File: src/rtl/fetch_pkg.sv
// fetch_pkg: widths, NOP encoding, reset PC default and the queue entry type shared by the fetch front end
package fetch_pkg;
    localparam int XLEN = 64;
    localparam int ILEN = 32;
    localparam logic [ILEN-1:0] NOP_INSTR = 32'h0000_0013;
    localparam logic [XLEN-1:0] RESET_PC_DEF = '0;

    typedef struct packed {
        logic [XLEN-1:0] pc;
        logic [ILEN-1:0] instr;
    } fetch_entry_t;
endpackage

File: src/rtl/fetch_queue.sv
// fetch_queue: circular buffer taking two entries per write and presenting the two oldest entries
module fetch_queue
    import fetch_pkg::*;
#(
    parameter int QDEPTH = 4,
    localparam int AW = $clog2(QDEPTH),
    localparam int CW = AW + 1
) (
    input  logic         clk,
    input  logic         rst_n,
    input  logic         flush,
    input  logic         wr_en,
    input  fetch_entry_t wr0,
    input  fetch_entry_t wr1,
    input  logic [1:0]   rd_cnt,
    output fetch_entry_t rd0,
    output fetch_entry_t rd1,
    output logic [CW-1:0] count
);
    localparam fetch_entry_t EMPTY = '{pc: '0, instr: NOP_INSTR};

    fetch_entry_t mem [QDEPTH];
    logic [AW-1:0] head, tail;

    // Pointers and occupancy; rd_cnt is already clamped to the occupancy by the caller
    always_ff @(posedge clk or negedge rst_n) begin
        if (!rst_n) begin
            head  <= '0;
            tail  <= '0;
            count <= '0;
        end else if (flush) begin
            head  <= '0;
            tail  <= '0;
            count <= '0;
        end else begin
            head  <= head + AW'(rd_cnt);
            tail  <= wr_en ? tail + AW'(2) : tail;
            count <= count - CW'(rd_cnt) + (wr_en ? CW'(2) : CW'(0));
        end
    end

    // Entry storage needs no reset: empty slots are masked on the read side
    always_ff @(posedge clk) begin
        if (wr_en && !flush) begin
            mem[tail]         <= wr0;
            mem[tail + AW'(1)] <= wr1;
        end
    end

    assign rd0 = (count >= CW'(1)) ? mem[head] : EMPTY;
    assign rd1 = (count >= CW'(2)) ? mem[head + AW'(1)] : EMPTY;
endmodule

File: src/rtl/fetch_pair_ctrl.sv
// fetch_pair_ctrl: PC-pair fetch sequencer with redirect, stall and decode dequeue; FETCH_PERF_CNT_EN adds perf counters
module fetch_pair_ctrl #(
    parameter int XLEN = fetch_pkg::XLEN,
    parameter int ILEN = fetch_pkg::ILEN,
    parameter int QDEPTH = 4,
    parameter logic [XLEN-1:0] RESET_PC = fetch_pkg::RESET_PC_DEF,
    localparam int CW = $clog2(QDEPTH) + 1
) (
    input  logic            clk,
    input  logic            rst_n,
    input  logic            branch_en,
    input  logic [XLEN-1:0] branch_pc,
    input  logic            stall,
    output logic [XLEN-1:0] PC,
    output logic [XLEN-1:0] PC4,
    input  logic [ILEN-1:0] instr1,
    input  logic [ILEN-1:0] instr2,
    input  logic [1:0]      deq_cnt,
    output logic [1:0]      out_valid,
    output logic [ILEN-1:0] out_instr0,
    output logic [ILEN-1:0] out_instr1,
    output logic [XLEN-1:0] out_pc0,
    output logic [XLEN-1:0] out_pc1,
    output logic [CW-1:0]   q_count
`ifdef FETCH_PERF_CNT_EN
    ,
    output logic [31:0]     perf_stall_cyc,
    output logic [31:0]     perf_flush_cnt,
    output logic [31:0]     perf_full_cyc
`endif
);
    import fetch_pkg::*;

    logic [XLEN-1:0] pc_q;
    logic [1:0] dq, eff_deq;
    logic room, fetch_go;
    fetch_entry_t e0, e1, r0, r1;

    assign dq       = deq_cnt[1] ? 2'd2 : deq_cnt;
    assign eff_deq  = (q_count < CW'(dq)) ? q_count[1:0] : dq;
    assign room     = (q_count - CW'(eff_deq)) <= CW'(QDEPTH - 2);
    assign fetch_go = !branch_en && !stall && room;

    assign e0 = '{pc: pc_q, instr: instr1};
    assign e1 = '{pc: pc_q + XLEN'(4), instr: instr2};

    // PC register: redirect wins, otherwise step past the fetched pair
    always_ff @(posedge clk or negedge rst_n) begin
        if (!rst_n)
            pc_q <= RESET_PC;
        else if (branch_en)
            pc_q <= {branch_pc[XLEN-1:2], 2'b00};
        else if (fetch_go)
            pc_q <= pc_q + XLEN'(8);
    end

    assign PC  = pc_q;
    assign PC4 = pc_q + XLEN'(4);

    fetch_queue #(.QDEPTH(QDEPTH)) u_queue (
        .clk    (clk),
        .rst_n  (rst_n),
        .flush  (branch_en),
        .wr_en  (fetch_go),
        .wr0    (e0),
        .wr1    (e1),
        .rd_cnt (eff_deq),
        .rd0    (r0),
        .rd1    (r1),
        .count  (q_count)
    );

    assign out_valid  = {q_count >= CW'(2), q_count >= CW'(1)};
    assign out_instr0 = r0.instr;
    assign out_instr1 = r1.instr;
    assign out_pc0    = r0.pc;
    assign out_pc1    = r1.pc;

`ifdef FETCH_PERF_CNT_EN
    logic full_blk;
    assign full_blk = !branch_en && !stall && !room;

    // Saturating event counters
    always_ff @(posedge clk or negedge rst_n) begin
        if (!rst_n) begin
            perf_stall_cyc <= '0;
            perf_flush_cnt <= '0;
            perf_full_cyc  <= '0;
        end else begin
            perf_stall_cyc <= perf_stall_cyc + 32'((stall && perf_stall_cyc != '1) ? 1 : 0);
            perf_flush_cnt <= perf_flush_cnt + 32'((branch_en && perf_flush_cnt != '1) ? 1 : 0);
            perf_full_cyc  <= perf_full_cyc + 32'((full_blk && perf_full_cyc != '1) ? 1 : 0);
        end
    end
`endif
endmodule

File: config.mk
export PLATFORM = sky130hd
export DESIGN_NAME = fetch_pair_ctrl
export DESIGN_NICKNAME = d
export VERILOG_FILES = /design/src/rtl/fetch_pkg.sv /design/src/rtl/fetch_queue.sv /design/src/rtl/fetch_pair_ctrl.sv
export SDC_FILE = /design/constraint.sdc
export NUM_CORES = 1
export LEC_CHECK = 0
export CAP_MARGIN = 10
export CORE_ASPECT_RATIO = 0.5
export CORE_MARGIN = 4
export CORE_UTILIZATION = 55
export DETAILED_ROUTE_END_ITERATION = 7
export HOLD_SLACK_MARGIN = 0.02
export PLACE_DENSITY = 0.83
export SLEW_MARGIN = 20
export SYNTH_ARGS = -nofsm -noshare
export SYNTH_HDL_FRONTEND = slang
export SYNTH_SLANG_ARGS = --single-unit
File: constraint.sdc
create_clock -name clk -period 16.31 [get_ports clk]
set_input_delay 4.0775 -clock clk [delete_from_list [all_inputs] [get_ports clk]]
set_output_delay 4.0775 -clock clk [all_outputs]
set_load 0.05 [all_outputs]
Word-level counts from Yosys, hierarchy flattened
Memories as Yosys holds them, arrays and structs flattened.
Cells that the tools add are included.

word-level totals
  bits in registers = 71
  latch bits = 0
  bits in writable memories = 384
  memory bits (read-only) = 0
  bits of input ports = 134
  output and inout port bits = 325
  word-level logic and storage cells = 36
  memories kept = 1

cells by class
  add/sub/neg operators = 8
  $mul = 0
  divide/modulo/power cells = 0
  $lt $le $gt $ge = 4
  eq/ne operators = 0
  shift-type cells = 0
  muxes and demuxes = 13
  bitwise operators = 0
  reduce and logical (&&, ||, !) cells = 6

memories
  memory       words  width  rd ports  clocked after Yosys merged registers in  wr ports  line               source
  u_queue.mem  4      96     2         0                                        2         fetch_queue.sv:22  fetch_entry_t mem [QDEPTH];

operator list
  operator                                                           count
  two-way mux 96 bit                                                 2
  two-way mux 64 bit                                                 2
  adder 64 x 3 -> 64 bit, second input constant                      1
  adder 64 x 4 -> 64 bit, second input constant                      1
  two-way mux 2 bit                                                  6
  adder 2 x 1 -> 2 bit, second input constant                        2
  adder 3 bit                                                        1
  greater-or-equal comparator 3 x 1 -> 1 bit, second input constant  1
  greater-or-equal comparator 3 x 2 -> 1 bit, second input constant  1
  less-or-equal comparator 3 x 2 -> 1 bit, second input constant     1
  logical AND 1 bit                                                  3
  < comparator 3 x 2 -> 1 bit                                        1
  two-way mux 3 bit                                                  1
  subtractor 3 x 2 -> 3 bit                                          1
  adder 2 bit                                                        1
  adder 2 bit, second input constant                                 1
  zero test 1 bit                                                    2
  two-way mux 1 bit                                                  2
  nonzero test 2 bit                                                 1

Longest topological paths before layout
  word-level depth = 9
  depth in mapped cells = 15
  mapped depth without buffers = 14

Modules after synthesis
Synthesis repeated with hierarchy kept, for this count alone.

unflattened totals
  cells, all modules = 1976
  area total of the unflattened synthesis = 26517.9 um^2

by module, submodules not included
  module           times used  cells an instance  area each (um^2)  seq. area each (um^2)
  fetch_queue      1           1268               20983.9           11681.2
  fetch_pair_ctrl  1           708                5534.1            1551.5

Worst setup path after synthesis
OpenSTA, ideal clock, no wires.

  path type = in2reg
  start = input deq_cnt[1]
  end = memory u_queue.mem[0][0] in the netlist's numbering, enable pin
  library setup time = 495 ps
  arrival time = 9041 ps
  data required time = 15815 ps
  setup slack = 6774 ps
  stages on the path = 13
  buffers on the path = 2
  cells stage by stage = inv_1 ha_1 nor3_1 a21oi_1 nor2_1 ha_1 fa_1 xor2_1 nor3_1 nand2_1 inv_1 clkbuf_1 clkbuf_1

RTL lines
  what         line                   source
  from (decl)  fetch_pair_ctrl.sv:18  input logic [1:0] deq_cnt,
  to (decl)    fetch_queue.sv:22

Worst setup path after layout
  start = register u_queue.count[2]
  end = output out_pc0[28]

between the ends
  longest elaborated chain between the ends = 2

ends and longest elaborated chain
  what                                        line                   source
  from (decl)                                 fetch_queue.sv:18      output logic [CW-1:0] count
  from (signal assigned)                      fetch_queue.sv:38      count <= count - CW'(rd_cnt) + (wr_en ? CW'(2) : CW'(0));
  greater-or-equal comparator 3 x 1 -> 1 bit  fetch_queue.sv:50      assign rd0 = (count >= CW'(1)) ? mem[head] : EMPTY;
  two-way mux 96 bit                          fetch_queue.sv:50
  to (decl)                                   fetch_pair_ctrl.sv:22  output logic [XLEN-1:0] out_pc0,

No other way between the ends.

==> results.yml <==
run_status:
  status: "finished clean"
floorplanning:
  die_y_um: 161
  fp.coreArea_mm2: 0.0458
  dieWidth_um: 315
  io_pins: 459
  start_util: 0.565
  rows: 55
  fp.dieArea_mm2: 0.0508
run:
  drv_cap: 0
clocking:
  htree_levels: 2
  clk_pin_slew_ns: 0.07
  clk-insertion-delay-late_ns: 0.58
  root_buffer: "clkbuf_16"
  cts_resized: 0
  post_cts_buffers: 0
  numCtsBuffers: 43
  clock_sinks: 444
  cts_buffer_depth: 3
  cts_hold_buf: 0
  tritoncts: "built"
yosys:
  synth-seq-cells: 444
  synth_area_per_cell_um2: 11.6
  synthCells: 2223
  yosysSeqAreaShare: 0.502
  synth_edf_count: 376
  syn-cell-area_mm2: 0.0259
  async_flop_share: 0.153
  yosys_warnings: 0
  ys_types: 50
  synthFlopType: "edfxtp_1"
timing:
  hold_viol: 0
  finClkSkew_ns: 0.0328
  tns_ns: 0
  slew_viol_final: 0
  period_minus_slack_ns: 9.22
  fin_crit_sh: 0.566
  setup_violations: 0
  timing_worst_slew_pin_value_ns: 1.17
  grt_setup_unrepaired: "no"
  whs_ns: 0.590
  fmax_mhz: 108
  maxSlewHeadroom: 0.222
place:
  place_hpwl_mm: 52.5
  io_buffers: 448
  gp_congestion: 0.938
routing:
  drtIter0Drc: 2352
  vias: 19275
  wire_per_inst_um: 26.2
  drt_wl_total_mm: 79.6
  drc: 0
  viasPerCell: 6.34
  ant_nets: 0
  dr.pass1.iters: 5
setup_path:
  startpoint: "u_queue.count[2]"
  critPathKind: "reg2out"
  worstPathCellList: "nor2_1 > inv_2 > buf_4 > nor2_1 > inv_2 > buf_4 > and2_1 > clkdlybuf4s50_1"
  start_kind: "flop"
  cp_max_fo: 93
  crit_required_ns: 12.23
  timing.reg2reg.setup_slack_ns: 11.01
  crit_end: "out_pc0[28]"
  cp-end-kind: "output pin"
  cp_slowest_stage_delay_ns: 0.89
  reg2reg_depth: 14
  arrival_ns: 5.15
  reg2reg_to: "u_queue.mem[1][60]"
  crit_path_top_delay_cell: "clkdlybuf4s50_1"
  worstReg2RegStart: "u_queue.count[1]"
hold_path:
  min_path_type: "reg2reg"
global_route:
  grt_max_degree: 128
  grt.total_usage: 0.305
  grt_pass1_vias: 19067
  antenna_found_initial: 14
  grt_pass1_wl_mm: 117
  overflow: 0
power_and_ir_drop:
  vdd_drop_max_mv: 0.142
  p_per_area_mw_per_mm2: 191
  p_leak_nw: 10.4
cells_and_area:
  final_common_cell: "clkdlybuf4s50_1"
  final_cell_mix: "clkdlybuf4s50_1, edfxtp_1, nand2_1"
  area_delta_synth_final_pct: 20.8
  drive_gt1_frac: 0.130
  seq_area_mm2: 0.0130
  fin_nets: 2509
  n_fill_cell: 3184
  multiInputGateArea_mm2: 0.0113
-- area by class of cell --
cell class,instances,area share
clock inverter,11,0.00392
antenna,12,0.000960
tap,627,0.0251
inverter,15,0.00228
clock buffer,69,0.0398
timing repair buffer,473,0.150
sequential,444,0.416
multi-input combinational,1391,0.362
-- layer usage --
| metal | vias to the layer above | GRT usage | wire length (um) |
|---|---|---|---|
| met5 | - | 0 | 0 |
| met4 | 0 | 0.187 | 5430 |
| met3 | 290 | 0.0519 | 6900 |
| met2 | 1210 | 0.506 | 39200 |
| met1 | 9675 | 0.377 | 28100 |
| li1 | 8100 | - | - |
-- flip-flops by register name, summed over array words and instances (netlist names) --
signal and count:
PC 62, u_queue.count 3, u_queue.head 2, u_queue.mem 376, u_queue.tail 1
-- how the worst min path moves through the flow --
| stage | start | to | slack (ns) | cells past startpoint |
|---|---|---|---|---|
| after global placement | u_queue.tail[1] | u_queue.tail[1] | 0.54 | 2 |
| after global routing | u_queue.tail[1] | u_queue.tail[1] | 0.61 | 2 |
| after CTS | u_queue.tail[1] | u_queue.tail[1] | 0.58 | 2 |
| final | u_queue.tail[1] | u_queue.tail[1] | 0.59 | 2 |
| after detailed placement | u_queue.tail[1] | u_queue.tail[1] | 0.55 | 2 |
| after floorplan | u_queue.tail[1] | u_queue.tail[1] | 0.51 | 2 |
-- kinds of logic (layout without fill, tap and decap cells) --
group | after synthesis | in the layout | synth area share
and+or+nand+nor | 878 | 878 | 0.173
DFF | 444 | 444 | 0.502
buffers and inverters | 395 | 568 | 0.0624
xor gates and xnor gates | 223 | 223 | 0.0755
muxes | 189 | 189 | 0.164
AOI/OAI and AO/OA | 86 | 86 | 0.0194
adders and majority gates | 7 | 7 | 0.00367
other | 1 | 20 | 0.000145
-- worst max-delay path: cells and delay by family, from the launching register on --
family	cells	cell delay, ns
buf+inv	5	3.25
simple gates	3	0.79
flops	1	0.50
-- Yosys cell counts (all sizes together) (28+ instances only) --
master | number | area, um^2
nand4 | 59 | 424
dfrtp | 68 | 1700
nand3 | 54 | 270
nor2 | 87 | 327
buf | 95 | 489
o21ai | 48 | 240
clkbuf | 285 | 1070
and2 | 195 | 1220
edfxtp | 376 | 11300
nor3 | 56 | 290
mux4 | 188 | 4230
nor4 | 28 | 260
nand2 | 338 | 1270
xnor2 | 105 | 920
xor2 | 118 | 1030
-- stage by stage --
step | setup WS (ns) | cell area (um^2) | utilization | total power [mW] | std cells
3_5_place_dp | 6.87 | 29800 | 0.651 | 4.99 | 2949
3_3_place_gp | 7.03 | 29800 | 0.651 | 4.93 | 2949
6_report | 7.09 | 31300 | 0.682 | 5.98 | 3042
4_1_cts | 7.20 | 31200 | 0.681 | 5.98 | 3029
5_1_grt | 6.95 | 31300 | 0.682 | 6.18 | 3042
2_1_floorplan | 6.77 | 25900 | - | 3.92 | 2230
-- where the power goes --
group	switching [mW]	total (mW)	internal [mW]
Sequential	0.172	1.64	1.47
Combinational	2.14	3.35	1.21
Clock	0.442	1.00	0.558
Power figures use the tool's default switching activity.
